**src/rtl/dsconv_block_relu_maxpool_pkg.sv**
```systemverilog
// Shared types and constants for the ReLU6 + 2x2 max-pool block.
// Pixel format is signed 18-bit fixed point with FRAC_BITS fraction bits.
package dsconv_block_relu_maxpool_pkg;

    localparam int PIX_W         = 18;
    localparam int FRAC_BITS_DEF = 9;

    typedef logic signed [PIX_W-1:0] pix_t;

    typedef enum logic {
        TOP_ROW    = 1'b0,
        BOTTOM_ROW = 1'b1
    } pool_state_t;

    // Upper clamp of ReLU6 for a given fraction width.
    function automatic pix_t six_of(input int frac);
        return pix_t'(6 << frac);
    endfunction

    localparam pix_t SIX = six_of(FRAC_BITS_DEF);

    // Signed maximum of two pixels.
    function automatic pix_t smax(input pix_t a, input pix_t b);
        return (a > b) ? a : b;
    endfunction

endpackage

```
**src/rtl/dsconv_block_relu6.sv**
```systemverilog
// Combinational ReLU6 clamp: negative -> 0, above six -> six.
// Operates on the shared signed pixel format.
module dsconv_block_relu6
    import dsconv_block_relu_maxpool_pkg::*;
#(
    parameter int FRAC_BITS = FRAC_BITS_DEF
) (
    input  logic signed [PIX_W-1:0] x_i,
    output logic signed [PIX_W-1:0] y_o
);

    localparam pix_t SIX_L = six_of(FRAC_BITS);

    // Clamp the input into [0, six].
    always_comb begin
        y_o = x_i;
        if (x_i[PIX_W-1]) begin
            y_o = '0;
        end else if (x_i > SIX_L) begin
            y_o = SIX_L;
        end
    end

endmodule

```
**src/rtl/dsconv_block_relu_maxpool.sv**
```systemverilog
// Streaming ReLU6 followed by 2x2 stride-2 max pooling.
// Top rows fold pairs into a half-width line buffer; bottom rows emit.
module dsconv_block_relu_maxpool
    import dsconv_block_relu_maxpool_pkg::*;
#(
    parameter int IMG_W     = 32,
    parameter int IMG_H     = 32,
    parameter int FRAC_BITS = FRAC_BITS_DEF
) (
    input  logic                    clk,
    input  logic                    rst,
    input  logic                    start,
    input  logic signed [PIX_W-1:0] x,
    output logic signed [PIX_W-1:0] output_pixel,
    output logic                    ready,
    output logic                    frame_done
);

    localparam int CW = (IMG_W > 2) ? $clog2(IMG_W) : 1;
    localparam int RW = (IMG_H > 2) ? $clog2(IMG_H) : 1;
    localparam int BW = (IMG_W > 2) ? $clog2(IMG_W / 2) : 1;
    localparam int BN = IMG_W / 2;

    localparam logic [CW-1:0] COL_LAST = CW'(IMG_W - 1);
    localparam logic [RW-1:0] ROW_LAST = RW'(IMG_H - 1);

    pool_state_t     state_q;
    logic [CW-1:0]   col_q;
    logic [RW-1:0]   row_q;
    pix_t            hold_q;
    pix_t            out_q;
    logic            ready_q;
    logic            done_q;
    pix_t            buf_q [BN];

    pix_t            act;
    logic [BW-1:0]   idx;
    pix_t            pair_d;
    pix_t            col_max_d;
    logic            col_end;
    logic            row_end;

    dsconv_block_relu6 #(
        .FRAC_BITS(FRAC_BITS)
    ) u_relu6 (
        .x_i(x),
        .y_o(act)
    );

    // Window datapath: horizontal pair max and vertical merge with buffer.
    always_comb begin
        idx       = BW'(col_q >> 1);
        pair_d    = smax(hold_q, act);
        col_max_d = smax(buf_q[idx], act);
        col_end   = (col_q == COL_LAST);
        row_end   = (row_q == ROW_LAST);
    end

    // Line buffer keeps the top-row pair maxima; no reset needed.
    always_ff @(posedge clk) begin
        if (start && state_q == TOP_ROW && col_q[0]) begin
            buf_q[idx] <= pair_d;
        end
    end

    // Row FSM, position counters, hold register and registered output.
    always_ff @(posedge clk or posedge rst) begin
        if (rst) begin
            state_q <= TOP_ROW;
            col_q   <= '0;
            row_q   <= '0;
            hold_q  <= '0;
            out_q   <= '0;
            ready_q <= 1'b0;
            done_q  <= 1'b0;
        end else begin
            ready_q <= 1'b0;
            done_q  <= 1'b0;
            if (start) begin
                unique case (state_q)
                    TOP_ROW: begin
                        if (!col_q[0]) begin
                            hold_q <= act;
                        end
                    end
                    BOTTOM_ROW: begin
                        if (!col_q[0]) begin
                            hold_q <= col_max_d;
                        end else begin
                            out_q   <= pair_d;
                            ready_q <= 1'b1;
                            done_q  <= col_end && row_end;
                        end
                    end
                    default: ;
                endcase
                if (col_end) begin
                    col_q <= '0;
                    if (row_end) begin
                        row_q   <= '0;
                        state_q <= TOP_ROW;
                    end else begin
                        row_q   <= row_q + 1'b1;
                        state_q <= (state_q == TOP_ROW) ? BOTTOM_ROW
                                                        : TOP_ROW;
                    end
                end else begin
                    col_q <= col_q + 1'b1;
                end
            end
        end
    end

    assign output_pixel = out_q;
    assign ready        = ready_q;
    assign frame_done   = done_q;

endmodule

```
**config.mk**
```make
export PLATFORM = sky130hd
export DESIGN_NAME = dsconv_block_relu_maxpool
export DESIGN_NICKNAME = d
export VERILOG_FILES = /design/src/rtl/dsconv_block_relu_maxpool_pkg.sv /design/src/rtl/dsconv_block_relu6.sv /design/src/rtl/dsconv_block_relu_maxpool.sv
export SDC_FILE = /design/constraint.sdc
export NUM_CORES = 1
export LEC_CHECK = 0
export BUFFER_PORTS_ARGS = -buffer_cell sky130_fd_sc_hd__buf_2
export CAP_MARGIN = 15
export CORE_AREA = 2 2 174 142
export DETAILED_ROUTE_END_ITERATION = 8
export DIE_AREA = 0 0 176 144
export PLACE_DENSITY = 0.76
export RECOVER_POWER = 25
export SETUP_SLACK_MARGIN = 0.2
export SYNTH_ARGS = -nofsm -noshare
export SYNTH_HDL_FRONTEND = slang
export SYNTH_SLANG_ARGS = --single-unit
```
**constraint.sdc**
```tcl
create_clock -name clk -period 4.7 [get_ports clk]
set_clock_uncertainty 0.05 [all_clocks]
set_input_delay 0.94 -clock clk [delete_from_list [all_inputs] [get_ports clk]]
set_output_delay 0.94 -clock clk [all_outputs]
set_load 0.05 [all_outputs]
```
-- Yosys cells after proc, flatten, opt, wreduce, memory -nomap -nowiden
Memories as Yosys holds them, arrays and structs flattened.
Cells that the tools add are included.
- memory bits (writable): 288
- logic and storage cells: 43
- input bits: 21
- memories kept: 1
- flip-flop bits (word level): 49
- output and inout port bits: 20
- memory list (name ; depth ; bits a word ; read ports ; clocked after Yosys merged registers in ; write ports ; RTL line ; RTL):
    buf_q ; 16 ; 18 ; 1 ; 0 ; 1 ; dsconv_block_relu_maxpool.sv:34 ; pix_t buf_q [BN];
- mux-type cells: 19
- equal/unequal tests: 4
- reductions and logical operators: 6
- add/sub/neg operators: 2
- $lt $le $gt $ge: 3
- bitwise gates (word level): 1
- operator list (operator ; count):
    $mux 18 ; 5
    $gt 18x18->1 ; 2
    $pmux 18 s2 ; 1
    $gt 18x13->1 const B ; 1
    $mux 17 ; 1
    $add 5x1->5 const B ; 2
    $eq 5x5->1 const B ; 2
    $mux 1 ; 10
    $mux 5 ; 2
    $reduce_and 3->1 ; 2
    $ne 2x2->1 const B ; 2
    $logic_and 1x1->1 ; 3
    $reduce_and 2->1 ; 1
    $not 1->1 ; 1

-- Depth between registers and ports, before layout
Gate-level depths: netlist of the first run.
- word-level depth: 7
- depth in mapped cells: 15
- mapped depth without buffers: 12

-- Hierarchy
From an unflattened synthesis of the first run, not the netlist that was laid out.
- cell total of the unflattened synthesis: 757
- area, all modules: 14348.8 µm²
- modules (own cells, without submodules) (module ; sequential area each (µm²) ; area each (µm²) ; instances ; cells each):
    dsconv_block_relu_maxpool ; 9874.5 ; 14096.0 ; 1 ; 727
    dsconv_block_relu6 ; 0.0 ; 252.7 ; 1 ; 30

-- Worst setup path before layout of the first run
OpenSTA, ideal clock, no wires.
- path type: input-to-reg
- start: input port x[4]
- end: register out_q[0], in the netlist output_pixel[0]
- path buffers: 0
- data required time: 4582 ps
- stages: 11
- library setup time: 68 ps
- slack: 461 ps
- arrival: 4121 ps
- cell sequence: nor4_1 nand3_1 a311oi_4 nand2_1 ha_1 nand2_1 nor4_4 o31ai_1 a221oi_4 mux2i_1 mux2_2
- word-level cells in the longest chain between the ends: 5
- ends and longest elaborated chain (what ; RTL line ; RTL):
    start, declared ; dsconv_block_relu_maxpool.sv:13 ; input logic signed [PIX_W-1:0] x,
    $gt 18x13->1 ; dsconv_block_relu6.sv:19 ; end else if (x_i > SIX_L) begin
    $mux 17 (*) ; dsconv_block_relu6.sv:19 ;
    $mux 18 (*) ; dsconv_block_relu6.sv:17 ; if (x_i[PIX_W-1]) begin
    $gt 18x18->1 ; dsconv_block_relu_maxpool_pkg.sv:24 ; return (a > b) ? a : b;
    $mux 18 (*) ; dsconv_block_relu_maxpool_pkg.sv:24 ;
    via pair_d[0] ; dsconv_block_relu_maxpool.sv:38 ; pix_t pair_d;
    end signal, assigned ; dsconv_block_relu_maxpool.sv:90 ; out_q <= pair_d;
    end, declared ; dsconv_block_relu_maxpool.sv:31 ; pix_t out_q;
Mark *: on every way through the listed nets, which the timed path passes. The rest lies on a longest branch.
A chain may end at the register's enable or synchronous reset.

-- Final worst setup path of the first run
- start: register col_q[2]
- end: register hold_q[3]
- word-level cells in the longest chain between the ends: 5
- ends and longest elaborated chain (what ; RTL line ; RTL):
    start, declared ; dsconv_block_relu_maxpool.sv:28 ; logic [CW-1:0] col_q;
    start signal, assigned ; dsconv_block_relu_maxpool.sv:108 ; col_q <= col_q + 1'b1;
    $mem_v2 16x18 (*) ; - ;
    $gt 18x18->1 ; dsconv_block_relu_maxpool_pkg.sv:24 ;
    $mux 18 (*) ; dsconv_block_relu_maxpool_pkg.sv:24 ;
    $mux 18 (*) ; dsconv_block_relu_maxpool.sv:87 ; if (!col_q[0]) begin
    $pmux 18 s2 (*) ; dsconv_block_relu_maxpool.sv:80 ; unique case (state_q)
    end signal, assigned ; dsconv_block_relu_maxpool.sv:83 ; hold_q <= act;
    end signal, assigned ; dsconv_block_relu_maxpool.sv:88 ; hold_q <= col_max_d;
    end, declared ; dsconv_block_relu_maxpool.sv:30 ; pix_t hold_q;
Mark *: on every way between the ends. The rest lies on a longest branch, timed or not. The select of a mux whose other input is x is not followed.

==> key figures, run 1 <==
Synth
  • Synth async-reset ratio: 0.145
  • Syn Area/Cell: 18.1 um2
  • Commonest cells in the netlist: 288 x edfxtp_1, 77 x mux4_2, 59 x nand2_1, 49 x dfrtp_1, 39 x nor2_1
  • Post-synthesis simple-gate area fraction: 0.0535
  • Sequential-to-total area share from yosys stat: 0.707
  • Main synth FF type: edfxtp_1
  • Synth Area in XOR/XNOR: 0.000627
  • Post-synth EDFFs: 288
  • Compound-gate portion of the synthesized area: 0.0553
  • Flop and latch count out of synthesis: 337
  • Post-synth top area share: 0.619
  • Cells taking the most area after synthesis: edfxtp_1 62%, mux4_2 12%, dfrtp_1 8.8%
  • Most common cell in the netlist: edfxtp_1
  • Mapped cell area: 14,000 um2
  • Netlist cell types: 51
  • Mux contribution to synthesized area: 0.134
  • Main combinational cell family by area after synthesis: multiplexers
  • Area leader, netlist: edfxtp_1
  • Synth Instances: 771
  • Post-Synth Adder-Cell Area: 0.0341
  • Synth warn: 0

Power
  • Worst vdd ir: 250 uV
  • Leak pwr: 5.45 nW
  • PD cells: 569 nW/um2

Critical path
  • Crit Path Max Fanout: 40
  • Worst setup EP type: register
  • Crit path kind: register to register
  • Crit path launch type: register
  • Worst Path Required: 5030 ps
  • Reg2reg path depth: 12
  • WP data arrival: 4610 ps

Timing
  • Final Cycle Share: 0.912
  • Max frequency: 233 MHz
  • TNS Setup: 0 ps
  • RSZ-0062 raised after global routing: false
  • Endpoints failing hold: 0
  • Relative slew slack: -0.385
  • Setup violators final: 0
  • Post-layout min period: 4290 ps
  • Worst-Margin Slew: 2080 ps
  • Max Slew Vio Count: 113

Clocking
  • CTS tree: yes
  • Clock root buffer: clkbuf_16
  • Clock Pin Slew Worst Setup and Hold Paths: 60 ps
  • Sink Count: 337
  • Inserted Clock Buffers: 34
  • # hold bufs at CTS: 0
  • H-Tree Depth: 2
  • Worst skew pair latency: 520 ps
  • Max clock buf depth: 3

Job
  • Max_cap viols: 5

Cells and area
  • Total area of sequential cells: 9880 um2
  • Share of cells above drive strength 1: 0.242
  • Final Instance Area: 15,900 um2
  • Area growth syn-to-layout: 13.9%
  • # nets final: 932
  • Area of the multi-input gates: 4040 um2
  • Fill cells: 1,527
  • Ant. Diodes: 0

Floorplanning
  • Top Ports: 41
  • Chip width: 176 um
  • Initial Util: 0.587
  • Die area: 25,300 um2
  • Core area: 23,800 um2
  • Die Ht: 144 um
  • Row cnt: 51

Min path
  • Worst hold path type: input port to async pin

Global routing
  • Total GRT Usage: 0.272
  • Largest net degree at the start of global routing: 50
  • Vias in the first global route: 7,974
  • First-pass GRT wire length: 49,700 um
  • Initial antenna violation count: 1
  • Total grt overflow: 0

Detailed routing
  • Post-Route WL: 33,400 um
  • Vias per inst: 6.51
  • TritonRoute pass-1 iters: 5
  • Remaining antenna violation count: 0
  • DR iter-0 viols: 1,007
  • # DRC: 0
  • Vias: 7,919
  • Routed length per instance: 27.4 um

Placement
  • DP HPWL: 19,100 um
  • DP Area: 14,800 um2
  • Port bufs: 40
  • Placer Congestion: 0.886

Run status
  • Failing checks: max-capacitance violations, max-slew violations
  • Status: finished with violations
==> registers in the layout, summed over array words and instances, names as in the netlist <==
name and cells:
state_q 1, ready 1, hold_q 18, frame_done 1, output_pixel 18, buf_q 288
col_q 5, row_q 5
==> path summary, 6_finish.rpt <==
| check | startpoint | to | slack, ps |
|---|---|---|---|
| max | col_q[2] | hold_q[3] | 410 |
| min | rst | row_q[0] | 400 |
| max reg2reg | col_q[2] | hold_q[3] | 410 |
| min reg2reg | hold_q[17] | hold_q[17] | 440 |
| max in group asynchronous | rst | col_q[1] | 1610 |
| min in group clk | hold_q[17] | hold_q[17] | 440 |
==> power by group <==
part | internal (W) | switching [W] | leakage, nW
Combinational | 0.00110 | 0.00154 | 1.72
Clock | 0.00155 | 0.00114 | 0.541
Sequential | 0.00346 | 0.000257 | 3.19
Total | 0.00611 | 0.00294 | 5.45
==> cell families after synthesis <==
| family | count (synthesis) |
|---|---|
| flip-flops | 337 |
| AND/OR/NAND/NOR | 157 |
| AO/OA/AOI/OAI | 107 |
| multiplexers | 89 |
| buffers and inverters | 40 |
| adder cells (fa/ha/maj) | 38 |
| other | 2 |
| XOR/XNOR | 1 |
==> metal layers <==
metal | wire, um | up-vias | part of all wire | global-route usage
met5 | 8 | - | 0.00024 | 0
met2 | 15900 | 479 | 0.48 | 0.429
met3 | 3330 | 103 | 0.10 | 0.0560
met1 | 13100 | 4032 | 0.39 | 0.385
met4 | 1120 | 2 | 0.034 | 0.0979
li1 | - | 3303 | - | -
==> layout by cell type, fill, tap and decap left out, drive strengths merged, types with 4 or more instances in the layout <==
| cell | count |
|---|---|
| and3 | 4 |
| edfxtp | 288 |
| a31oi | 11 |
| a211oi | 4 |
| conb | 26 |
| inv | 8 |
| a22o | 6 |
| or2 | 12 |
| clkinv | 13 |
| o21ai | 22 |
| a22oi | 24 |
| mux2 | 10 |
| a21oi | 14 |
| nand3 | 10 |
| buf | 49 |
| mux4 | 77 |
| nand2b | 6 |
| nand4 | 5 |
| nor2 | 39 |
| nand2 | 59 |
| and2 | 8 |
| a32oi | 11 |
| ha | 38 |
| dfrtp | 49 |
| clkbuf | 68 |
==> final cells by class <==
class / count / area share
Clock buffer: 40 / 0.0563
Clock inverter: 21 / 0.0132
Inverter: 5 / 0.00118
Multi-Input combinational cell: 418 / 0.254
Sequential cell: 337 / 0.621
Tap cell: 318 / 0.0250
Timing Repair Buffer: 77 / 0.0291
==> critical path: stages, from the launching register on <==
cell and delay, ps:
dfrtp_1 1140, buf_12 340, mux4_2 360, a22oi_1 210, nand2_1 190, ha_1 380, a21oi_1 140, o21ai_0 180
a211oi_1 340, a21oi_1 180, buf_4 250, a32oi_1 220, o21ai_1 100
==> stage by stage <==
step	setup slack, ps	cells	hold WS [ps]	utilization	power, W
2_1_floorplan	461	795	397	-	0.00554
3_3_place_gp	145	1153	414	0.622	0.00627
3_5_place_dp	28.4	1153	415	0.622	0.00634
4_1_cts	437	1214	437	0.669	0.00905
5_1_grt	207	1216	450	0.668	0.00941
6_report	414	1216	402	0.668	0.00905
==> what timing repair did <==
item | 4_1_cts | 5_1_grt
setup buffers | 0 | 1
endpoints found under the setup margin | 0 | 46
gates resized for setup | 0 | 3
(Power assumes the default switching activity.)
==> inputs of run 2 (changes only) <==
CORE_AREA = 2 2 140 176   (was 2 2 174 142)
DIE_AREA = 0 0 142 178   (was 0 0 176 144)
==> key figures, run 2 (same netlist as run 1, synthesis figures left out) <==
Detailed routing
  • Vias per inst: 6.51 (about the same)
  • Post-Route WL: 31,400 um (-6.0%)
  • M1 WL: 12,200 um (-6.9%)
  • # DRC: 0 (unchanged)
  • Met3 WL: 2550 um (-23%)
  • Metal2 WL: 15,900 um (about the same)
  • Remaining antenna violation count: 0 (unchanged)
  • DR iter-0 viols: 771 (-23%)
  • Routed length per instance: 26.7 um (-2.7%)
  • Vias: 7,647 (-3.4%)
  • Highest metal layer with signal wires: met4
  • TritonRoute pass-1 iters: 5 (unchanged)

Critical path
  • Crit path kind: register to register
  • RR Endpoint: hold_q[15]
  • Worst Path Buf+Inv: 2 (unchanged)
  • Crit path cell chain: buf_12 -> buf_4 -> mux4_2 -> a22oi_1 -> nand2_1 -> ha_1 -> nand3_1 -> nor3_1 -> a211oi_1 -> a21oi_2 -> and2_1 -> a22o_1
  • Worst Path Required: 5140 ps (+110 ps)
  • Crit path launch type: register
  • Slowest stage delay, CP: 870 ps (-270 ps)
  • Flop-to-flop setup slack: 540 ps (+120 ps)
  • Crit Path Max Fanout: 23 (-43%)
  • WP data arrival: 4600 ps (about the same)
  • CP top delay family: compound AO/OA/AOI/OAI gates
  • Worst setup EP type: register
  • Cell at the slowest stage of the critical path: dfrtp_1
  • Reg2reg path depth: 12 (unchanged)
  • CP Depth: 12 (unchanged)
  • Worst r2r src: col_q[2]

Clocking
  • Clock root buffer: clkbuf_16
  • Post-CTS Setup Repair Bufs: 0 (unchanged)
  • Clock Pin Slew Worst Setup and Hold Paths: 70 ps (about the same)
  • # hold bufs at CTS: 0 (unchanged)
  • Max clock buf depth: 3 (unchanged)
  • Inserted Clock Buffers: 31 (-8.8%)
  • CTS tree: yes
  • Sink Count: 337 (unchanged)
  • H-Tree Depth: 1 (-1)
  • Worst skew pair latency: 550 ps (+30 ps)

Timing
  • Worst-Margin Slew: 2520 ps (+441 ps)
  • Final Cycle Share: 0.885 (-0.0266)
  • Setup violators final: 0 (unchanged)
  • Relative slew slack: -0.685 (-0.300)
  • Max Slew Vio Count: 148 (+31%)
  • Worst hold slack: 422 ps (+19.6 ps)
  • Max frequency: 240 MHz (+3.0%)
  • Endpoints failing hold: 0 (unchanged)
  • Post-layout min period: 4160 ps (-125 ps)
  • RSZ-0062 raised after global routing: false

Power
  • PD cells: 550 nW/um2 (-3.4%)
  • Leak pwr: 5.33 nW (-2.3%)
  • Worst vdd ir: 352 uV (+41%)

Global routing
  • Total grt overflow: 0 (unchanged)
  • Largest net degree at the start of global routing: 50 (unchanged)
  • Total GRT Usage: 0.255 (-0.0168)
  • Vias in the first global route: 7,770 (-2.6%)
  • First-pass GRT wire length: 47,000 um (-5.4%)
  • Initial antenna violation count: 0 (-1)

Run status
  • Status: finished with violations
  • Failing checks: max-capacitance violations, max-slew violations

Cells and area
  • Area of the multi-input gates: 4060 um2 (+0.59%)
  • # nets final: 922 (-1.1%)
  • Max reg flops: 288 (unchanged)
  • Total area of sequential cells: 9880 um2 (unchanged)
  • Ant. Diodes: 0 (unchanged)
  • Final Instance Area: 15,700 um2 (-1.5%)
  • Biggest register: buf_q
  • Fill cells: 1,494 (-2.2%)
  • Share of cells above drive strength 1: 0.220 (-0.0219)
  • Commonest non-fill, non-tap cell in the layout: edfxtp_1
  • Area growth syn-to-layout: 12.1%
  • Commonest cells after routing, fill and taps aside: 288 x edfxtp_1, 77 x mux4_2, 59 x nand2_1

Floorplanning
  • Die Ht: 178 um (+24%)
  • Top Ports: 41 (unchanged)
  • Row cnt: 63 (+24%)
  • Chip width: 142 um (-19%)
  • Core area: 23,600 um2 (-0.98%)
  • Die area: 25,300 um2 (-0.27%)
  • Initial Util: 0.592 (+0.00579)

Job
  • Max_cap viols: 7 (+2)

Placement
  • Placer Congestion: 0.964 (+8.8%)
  • DP Area: 14,800 um2 (about the same)
  • DP HPWL: 18,900 um (-1.2%)
  • Port bufs: 40 (unchanged)

Min path
  • Worst hold path type: input port to async pin
## run 2: cell types whose count changed in the layout (fill, tap and decap cells not counted), moves of 2 or more
cell	change
buf_4	-8
nor2_2	-7
clkbuf_1	+6
nor2_4	+6
clkbuf_16	-4
nand2_1	+3
nand2_2	-3
bufinv_16	-2
clkinv_2	-2
clkinv_4	-2
clkinvlp_4	-2
## run 2: layout make-up
class                      count  area share
sequential                   337       0.631
multi-input combinational    418       0.259
clock buffer                  42      0.0522
inverter                       5     0.00120
clock inverter                11     0.00584
tap                          292      0.0233
timing repair buffer          70      0.0270
## run 2: through the flow
stage	worst slack, ps	instances	util	total power [W]	setup TNS, ps
3_5_place_dp	-6.85	1121	0.628	0.00637	-105
3_3_place_gp	189	1121	0.628	0.00630	0
4_1_cts	211	1174	0.667	0.00865	0
5_1_grt	238	1175	0.664	0.00898	0
2_1_floorplan	461	795	-	0.00554	0
6_report	539	1175	0.664	0.00861	0
## run 2: power breakdown
| group | internal [W] | switching, W | leakage (nW) | total, W |
|---|---|---|---|---|
| combinational | 0.00111 | 0.00152 | 1.69 | 0.00263 |
| clock | 0.00127 | 0.00103 | 0.445 | 0.00230 |
| sequential | 0.00346 | 0.000222 | 3.19 | 0.00368 |
| total | 0.00584 | 0.00277 | 5.33 | 0.00861 |
## run 2: worst max-delay path by stage
stage	from	endpoint	slack, ps
finish	col_q[2]	hold_q[15]	540
CTS	col_q[1]	hold_q[15]	210
detailed placement	x[4]	buf_q[1][1]	-7
floorplan	x[4]	output_pixel[0]	460
global placement	x[4]	buf_q[8][6]	190
global route	col_q[2]	hold_q[15]	240
## run 2: repair_timing
item,4_1_cts,5_1_grt
setup endpoints to repair,0,17
resized for setup,0,1
hold endpoints to repair,0,0
## run 2: routing by layer
layer / GRT usage / vias up
met5: 0 / -
met4: 0.0775 / 0
met3: 0.0400 / 68
met2: 0.424 / 361
met1: 0.356 / 3945
li1: - / 3273
## run 2: worst register-to-register path, stage by stage (launching register included)
cell and delay (ps):
dfrtp_1 870, buf_12 290, buf_4 300, mux4_2 350, a22oi_1 220, nand2_1 130
ha_1 310, nand3_1 120, nor3_1 270, a211oi_1 160, a21oi_2 560, and2_1 310
a22o_1 160
